File: config.mk
export PLATFORM = sky130hd
export DESIGN_NAME = period_meas_ctrl_flat
export DESIGN_NICKNAME = d
export VERILOG_FILES = /design/src/rtl/period_meas_pkg.sv /design/src/rtl/period_meas_ctrl_if.sv /design/src/rtl/meas_timeout_cnt.sv /design/src/rtl/period_meas_ctrl.sv /design/src/flat_wrapper.sv
export SDC_FILE = /design/constraint.sdc
export NUM_CORES = 1
export LEC_CHECK = 0
export ABC_AREA = 1
export BUFFER_PORTS_ARGS = -buffer_cell sky130_fd_sc_hd__buf_4
export CORE_UTILIZATION = 52
export DETAILED_ROUTE_END_ITERATION = 8
export PLACE_DENSITY = 0.72
export SLEW_MARGIN = 20
export SYNTH_ARGS = -nofsm -noshare
export SYNTH_HDL_FRONTEND = slang
export SYNTH_SLANG_ARGS = --single-unit
File: constraint.sdc
create_clock -name clk -period 5.4 [get_ports clk]
set_input_delay 1.08 -clock clk [delete_from_list [all_inputs] [get_ports clk]]
set_output_delay 1.08 -clock clk [all_outputs]
set_load 0.01 [all_outputs]
File: src/rtl/period_meas_pkg.sv
// Shared types and sizing for the crossing-period measurement controller.
package period_meas_pkg;

    typedef enum logic [2:0] {
        IDLE    = 3'd0,
        ARM     = 3'd1,
        MEASURE = 3'd2,
        DONE    = 3'd3,
        ERR     = 3'd4
    } meas_state_t;

    localparam int W_N_MAX_DEF    = 16;
    localparam int N_LOG2_MAX_DEF = 3;
    localparam int ACC_W          = W_N_MAX_DEF + N_LOG2_MAX_DEF;

    // Accumulator holds 2**n_log2_max counts without overflow.
    function automatic int acc_width(input int w_n, input int n_log2_max);
        return w_n + n_log2_max;
    endfunction

endpackage

File: src/rtl/period_meas_ctrl_if.sv
// Control-register and period-counter signals of period_meas_ctrl.
// Optional min/max outputs exist only when PERIOD_MEAS_MINMAX_EN is defined.
interface period_meas_ctrl_if #(
    parameter int W_N_MAX    = 16,
    parameter int N_LOG2_MAX = 3
);
    localparam int W_NL = $clog2(N_LOG2_MAX + 1);

    logic               start;
    logic               abort;
    logic [W_NL-1:0]    n_log2;
    logic               meas_valid;
    logic [W_N_MAX-1:0] meas_count;
    logic               meas_en;
    logic               meas_rst;
    logic               busy;
    logic [W_N_MAX-1:0] result;
    logic               result_valid;
    logic               timeout_err;
`ifdef PERIOD_MEAS_MINMAX_EN
    logic [W_N_MAX-1:0] result_min;
    logic [W_N_MAX-1:0] result_max;
`endif

    modport master (
        input  start, abort, n_log2, meas_valid, meas_count,
        output meas_en, meas_rst, busy, result, result_valid, timeout_err
`ifdef PERIOD_MEAS_MINMAX_EN
        , output result_min, result_max
`endif
    );

    modport slave (
        output start, abort, n_log2, meas_valid, meas_count,
        input  meas_en, meas_rst, busy, result, result_valid, timeout_err
`ifdef PERIOD_MEAS_MINMAX_EN
        , input result_min, result_max
`endif
    );

endinterface

File: src/rtl/meas_timeout_cnt.sv
// Gap timer between valid edges; expired holds once TIMEOUT-1 is reached.
module meas_timeout_cnt #(
    parameter int TIMEOUT = 65535,
    parameter int W_TO    = 16
) (
    input  logic clk,
    input  logic reset_l,
    input  logic clr_i,
    input  logic inc_i,
    output logic expired_o
);

    logic [W_TO-1:0] cnt_q;

    assign expired_o = (cnt_q == W_TO'(TIMEOUT - 1));

    always_ff @(posedge clk or negedge reset_l) begin
        if (!reset_l) begin
            cnt_q <= '0;
        end else if (clr_i) begin
            cnt_q <= '0;
        end else if (inc_i && !expired_o) begin
            cnt_q <= cnt_q + W_TO'(1);
        end
    end

endmodule

File: src/rtl/period_meas_ctrl.sv
// Sequences one period counter: arm, average 2**n_log2 counts, flag gap timeout.
// PERIOD_MEAS_MINMAX_EN adds result_min/result_max publication.
//   state   | meaning
//   IDLE    | waiting for start
//   ARM     | one-cycle counter clear
//   MEASURE | counter enabled, accumulating on valid rising edges
//   DONE    | publish averaged result
//   ERR     | gap timeout, raise sticky error
module period_meas_ctrl
    import period_meas_pkg::*;
#(
    parameter int W_N_MAX    = 16,
    parameter int N_LOG2_MAX = 3,
    parameter int TIMEOUT    = 65535,
    parameter int W_TO       = 16
) (
    input  logic              clk,
    input  logic              reset_l,
    period_meas_ctrl_if.master pm
);

    localparam int ACC_WIDTH = acc_width(W_N_MAX, N_LOG2_MAX);
    localparam int W_NL      = $clog2(N_LOG2_MAX + 1);
    localparam int W_IDX     = N_LOG2_MAX + 1;

    meas_state_t          state_q, state_d;
    logic [W_NL-1:0]      n_q, n_clamp;
    logic [ACC_WIDTH-1:0] acc_q;
    logic [W_IDX-1:0]     idx_q, idx_last;
    logic                 valid_q;
    logic [W_N_MAX-1:0]   result_q;
    logic                 result_valid_q;
    logic                 err_q;
    logic                 rise, start_ok, rise_m, to_expired;

    assign rise     = pm.meas_valid & ~valid_q;
    assign start_ok = (state_q == IDLE) && pm.start && !pm.abort;
    assign rise_m   = (state_q == MEASURE) && rise;
    assign idx_last = (W_IDX'(1) << n_q) - W_IDX'(1);

    generate
        if ((1 << W_NL) - 1 > N_LOG2_MAX) begin : g_clamp
            assign n_clamp = (pm.n_log2 > W_NL'(N_LOG2_MAX)) ? W_NL'(N_LOG2_MAX) : pm.n_log2;
        end else begin : g_noclamp
            assign n_clamp = pm.n_log2;
        end
    endgenerate

    meas_timeout_cnt #(.TIMEOUT(TIMEOUT), .W_TO(W_TO)) u_to (
        .clk       (clk),
        .reset_l   (reset_l),
        .clr_i     (start_ok || rise_m),
        .inc_i     ((state_q == MEASURE) && !rise),
        .expired_o (to_expired)
    );

    always_ff @(posedge clk or negedge reset_l) begin
        if (!reset_l) state_q <= IDLE;
        else          state_q <= state_d;
    end

    always_comb begin
        state_d = state_q;
        if (pm.abort && state_q != IDLE) begin
            state_d = IDLE;
        end else begin
            case (state_q)
                IDLE:    if (start_ok) state_d = ARM;
                ARM:     state_d = MEASURE;
                MEASURE: begin
                    // A rise always wins over an expiring timer.
                    if (rise) begin
                        if (idx_q == idx_last) state_d = DONE;
                    end else if (to_expired) begin
                        state_d = ERR;
                    end
                end
                DONE:    state_d = IDLE;
                ERR:     state_d = IDLE;
                default: state_d = IDLE;
            endcase
        end
    end

    always_comb begin
        pm.meas_en  = (state_q == MEASURE);
        pm.meas_rst = (state_q == ARM);
        pm.busy     = (state_q != IDLE);
    end

    always_ff @(posedge clk or negedge reset_l) begin
        if (!reset_l) begin
            valid_q        <= 1'b0;
            n_q            <= '0;
            acc_q          <= '0;
            idx_q          <= '0;
            result_q       <= '0;
            result_valid_q <= 1'b0;
            err_q          <= 1'b0;
        end else begin
            valid_q        <= pm.meas_valid;
            result_valid_q <= 1'b0;
            if (start_ok) begin
                n_q   <= n_clamp;
                acc_q <= '0;
                idx_q <= '0;
                err_q <= 1'b0;
            end
            if (rise_m) begin
                acc_q <= acc_q + ACC_WIDTH'(pm.meas_count);
                idx_q <= idx_q + W_IDX'(1);
            end
            if (state_q == DONE && !pm.abort) begin
                result_q       <= W_N_MAX'(acc_q >> n_q);
                result_valid_q <= 1'b1;
            end
            if (state_q == ERR && !pm.abort) err_q <= 1'b1;
        end
    end

    assign pm.result       = result_q;
    assign pm.result_valid = result_valid_q;
    assign pm.timeout_err  = err_q;

`ifdef PERIOD_MEAS_MINMAX_EN
    logic [W_N_MAX-1:0] min_q, max_q, rmin_q, rmax_q;

    always_ff @(posedge clk or negedge reset_l) begin
        if (!reset_l) begin
            min_q  <= '0;
            max_q  <= '0;
            rmin_q <= '0;
            rmax_q <= '0;
        end else begin
            if (rise_m) begin
                if (idx_q == '0 || pm.meas_count < min_q) min_q <= pm.meas_count;
                if (idx_q == '0 || pm.meas_count > max_q) max_q <= pm.meas_count;
            end
            if (state_q == DONE && !pm.abort) begin
                rmin_q <= min_q;
                rmax_q <= max_q;
            end
        end
    end

    assign pm.result_min = rmin_q;
    assign pm.result_max = rmax_q;
`endif

endmodule

File: src/flat_wrapper.sv
// flat-port wrapper written by rule: the top's interface ports become plain ports
module period_meas_ctrl_flat import period_meas_pkg::*;
#(
    parameter int W_N_MAX    = 16,
    parameter int N_LOG2_MAX = 3,
    parameter int TIMEOUT    = 65535,
    parameter int W_TO       = 16
)
  (clk, reset_l, pm_start, pm_abort, pm_n_log2, pm_meas_valid, pm_meas_count, pm_meas_en, pm_meas_rst, pm_busy, pm_result, pm_result_valid, pm_timeout_err);
  period_meas_ctrl_if #(.W_N_MAX(W_N_MAX), .N_LOG2_MAX(N_LOG2_MAX)) pm_i ();
  input  logic clk;
  input  logic reset_l;
  input wire logic [$bits(pm_i.start)-1:0] pm_start;
  input wire logic [$bits(pm_i.abort)-1:0] pm_abort;
  input wire logic [$bits(pm_i.n_log2)-1:0] pm_n_log2;
  input wire logic [$bits(pm_i.meas_valid)-1:0] pm_meas_valid;
  input wire logic [$bits(pm_i.meas_count)-1:0] pm_meas_count;
  output wire logic [$bits(pm_i.meas_en)-1:0] pm_meas_en;
  output wire logic [$bits(pm_i.meas_rst)-1:0] pm_meas_rst;
  output wire logic [$bits(pm_i.busy)-1:0] pm_busy;
  output wire logic [$bits(pm_i.result)-1:0] pm_result;
  output wire logic [$bits(pm_i.result_valid)-1:0] pm_result_valid;
  output wire logic [$bits(pm_i.timeout_err)-1:0] pm_timeout_err;
  assign pm_i.start = pm_start;
  assign pm_i.abort = pm_abort;
  assign pm_i.n_log2 = pm_n_log2;
  assign pm_i.meas_valid = pm_meas_valid;
  assign pm_i.meas_count = pm_meas_count;
  assign pm_meas_en = pm_i.meas_en;
  assign pm_meas_rst = pm_i.meas_rst;
  assign pm_busy = pm_i.busy;
  assign pm_result = pm_i.result;
  assign pm_result_valid = pm_i.result_valid;
  assign pm_timeout_err = pm_i.timeout_err;
  period_meas_ctrl #(.W_N_MAX(W_N_MAX), .N_LOG2_MAX(N_LOG2_MAX), .TIMEOUT(TIMEOUT), .W_TO(W_TO)) u_core (.clk(clk), .reset_l(reset_l), .pm(pm_i));
endmodule
==> impl_metrics.yaml <==
status:
  status: "finished clean"
critical_path:
  r2r-end: "u_core.u_to.cnt_q[11]"
  path_class: "primary input to register"
  critical_path_required_ns: 5.64
  r2r_slack_ns: 3.34
  rr_worst_depth: 10
  worstSetupStartpointType: "primary input"
  cp_max_fo: 4
  r2r_start: "u_core.state_q[2]"
  cp.arrival_ns: 2.61
  end_kind: "register"
synthesis:
  synth_cell_type_count: 42
  yosysSeqAreaShare_pct: 36.6
  ys_ff_latch: 63
  mappedNetlistNets: 648
  synthesis.area_mm2: 0.00431
  synth_warnings: 0
  async_flop_share_pct: 100
  synth_edf_count: 0
  ys.flop_type: "dfrtp_1"
  synthesis.instances: 605
  synth.avg_cell_area_um2: 7.12
placement:
  place_ws_ns: 2.68
  place.detailed.hpwl_um: 7780
  dp_cells: 736
  place_congestion: 0.950
  port-buffer-count: 43
power:
  ir_worst_vdd_uv: 176
  leakage_nw: 2.45
  p_per_area_mw_per_mm2: 447
grt:
  overflow: 0
  grt_pass1_wl_um: 18000
  grt_antenna_before_repair: 0
  grt_pass1_vias: 3844
  grt_max_degree: 64
  grtUsageTotal_pct: 26.7
finish:
  drive_gt1_share_pct: 12.3
  syn2layout_area_growth_pct: 13.2
  final_cells: 752
  diodes: 0
  fin_nets: 688
  nFillCells: 703
drt:
  ant_nets: 0
  via_count: 4074
  wl_um: 10600
  drtIter0Drc: 259
  drc: 0
  via_per_inst: 5.42
  drt-wirelength-per-cell_um: 14.1
  dr.pass1.iters: 5
cts:
  clock_sinks: 63
  cts-resized-gates: 0
  hold_buffers: 0
  path_clk_slew_ns: 0.07
  cts_tree: "done"
  cts_buffer_depth: 2
  htree_levels: 3
  post_cts_buffers: 0
  worstSkewPairLatency_ns: 0.35
  cts_made_buffers: 9
  cts_root_buffer: "clkbuf_8"
hold_path:
  hp-start: "u_core.pm.result[3]"
  worstHoldPathType: "register to register"
  min_path_cells: 1
  min_to: "u_core.pm.result[3]"
die:
  core_mm2: 0.00789
  io_pins: 44
  die_w_um: 93.0
  initial_core_util_pct: 54.6
  die_area_mm2: 0.00866
  rows: 32
  die_y_um: 93.0
sta:
  setup_ws_ns: 3.03
  finalCriticalPeriod_ns: 2.37
  max_slew_margin_pct: 41.1
  whs_ns: 0.513
  worst_pin_slew_ns: 0.883
  fin_crit_sh_pct: 43.9
  hold_viol_final: 0
  setup_tns_ns: 0
  fmax_mhz: 422
  rsz0062_at_grt: "no"
  finalSetupViolCount: 0
  clock_skew_ns: 0.0122
  drv_slew: 0
flow_run:
  maxCapViolCount: 0
-- metal layers --
layer	global-route usage [%]	up-vias	part of all wire (%)
met2	40.7	119	44
met4	7.56	0	1.1
met1	39.1	1898	49
met3	4.39	12	6.1
li1	-	2045	-
met5	0	-	0
-- through the flow --
| stage | power [mW] | utilization (%) | cell area, um^2 |
|---|---|---|---|
| CTS | 2.18 | 61.8 | 4880 |
| global route | 2.36 | 61.8 | 4880 |
| floorplan | 1.43 | - | 4310 |
| finish | 2.18 | 61.8 | 4880 |
| detailed placement | 1.74 | 59.2 | 4670 |
| global placement | 1.72 | 59.2 | 4670 |
-- kinds of logic (layout without fill, tap and decap cells) --
kind of cell | after synthesis | after routing | share of synthesized area (%)
and+or+nand+nor | 310 | 310 | 30.9
xor gates and xnor gates | 10 | 10 | 2.03
AOI/OAI and AO/OA | 103 | 103 | 13.9
muxes | 6 | 6 | 1.39
adders and majority gates | 20 | 20 | 5.98
DFF | 63 | 63 | 36.6
buffers and inverters | 93 | 138 | 9.14
-- area by class of cell --
| class | count | area, um^2 | share of cell area [%] |
|---|---|---|---|
| tap | 102 | 128 | 2.62 |
| clock inverter | 4 | 53.8 | 1.10 |
| inverter | 78 | 295 | 6.05 |
| multi-input combinational | 449 | 2340 | 48.0 |
| timing repair buffer | 44 | 330 | 6.77 |
| sequential | 63 | 1580 | 32.3 |
| clock buffer | 12 | 155 | 3.18 |
-- critical path, stage by stage --
cell and delay (ns):
buf_4 0.11, ha_1 0.25, fa_1 0.43, nand3_1 0.11
nand3_1 0.13, nand3_1 0.10, nand2_1 0.09, nand2_1 0.07
nand2_1 0.06, nand2_1 0.06, nand2_1 0.05, nand2_1 0.05
inv_1 0.03
-- registers in the layout, summed over array words and instances, names as in the netlist, 2 cells and up --
| signal | count |
|---|---|
| u_core.acc_q | 19 |
| u_core.u_to.cnt_q | 16 |
| u_core.n_q | 2 |
| u_core.pm.result | 16 |
| u_core.idx_q | 4 |
| u_core.state_q | 3 |
-- cells in the final DEF (no fill, tap or decap), types with 12 or more instances in the layout --
cell type,Yosys,routed
nor2_1,62,62
nand2_1,177,177
inv_1,70,70
buf_4,3,44
ha_1,19,19
nand3_1,36,36
o22a_1,12,12
o21ai_0,47,47
dfrtp_1,63,63
a21oi_1,21,21
-- power by group --
group | switching (mW) | internal (mW) | leakage (nW)
Sequential | 0.167 | 0.605 | 0.828
Clock | 0.195 | 0.239 | 0.0988
Combinational | 0.577 | 0.395 | 1.53
-- cells in the mapped netlist (2+ instances only) --
| cell type | n | area (um^2) |
|---|---|---|
| or2_2 | 3 | 18.8 |
| o22ai_1 | 3 | 18.8 |
| nor2_1 | 62 | 233 |
| buf_4 | 3 | 22.5 |
| mux2i_1 | 6 | 60.1 |
| ha_1 | 19 | 238 |
| nand3_1 | 36 | 180 |
| o21ai_0 | 47 | 235 |
| o31ai_1 | 3 | 22.5 |
| a32o_1 | 2 | 20.0 |
| inv_2 | 7 | 26.3 |
| xnor2_1 | 4 | 35.0 |
| a21oi_1 | 21 | 105 |
| xor2_1 | 6 | 52.6 |
| nand2_4 | 2 | 22.5 |
| o22a_1 | 12 | 105 |
| nand2_1 | 177 | 664 |
| buf_2 | 7 | 35.0 |
| inv_1 | 70 | 263 |
| o21ai_1 | 8 | 40.0 |
| nand3b_1 | 2 | 15.0 |
| nand2_2 | 2 | 12.5 |
| nor3_1 | 10 | 50.1 |
| o211ai_1 | 3 | 22.5 |
| buf_6 | 3 | 33.8 |
| dfrtp_1 | 63 | 1580 |
| nand4_1 | 9 | 56.3 |
-- how the worst max path moves through the flow --
stage / from / endpoint / cells past startpoint
after global placement: pm_meas_count[0] / u_core.acc_q[16] / 13
after CTS: pm_meas_count[0] / u_core.acc_q[16] / 13
after global routing: pm_meas_count[0] / u_core.acc_q[16] / 13
final: pm_meas_count[0] / u_core.acc_q[16] / 13
after detailed placement: pm_meas_count[0] / u_core.acc_q[16] / 13
after floorplan: pm_meas_count[0] / u_core.acc_q[16] / 12
Note: power is estimated with default switching activity, not from simulation.
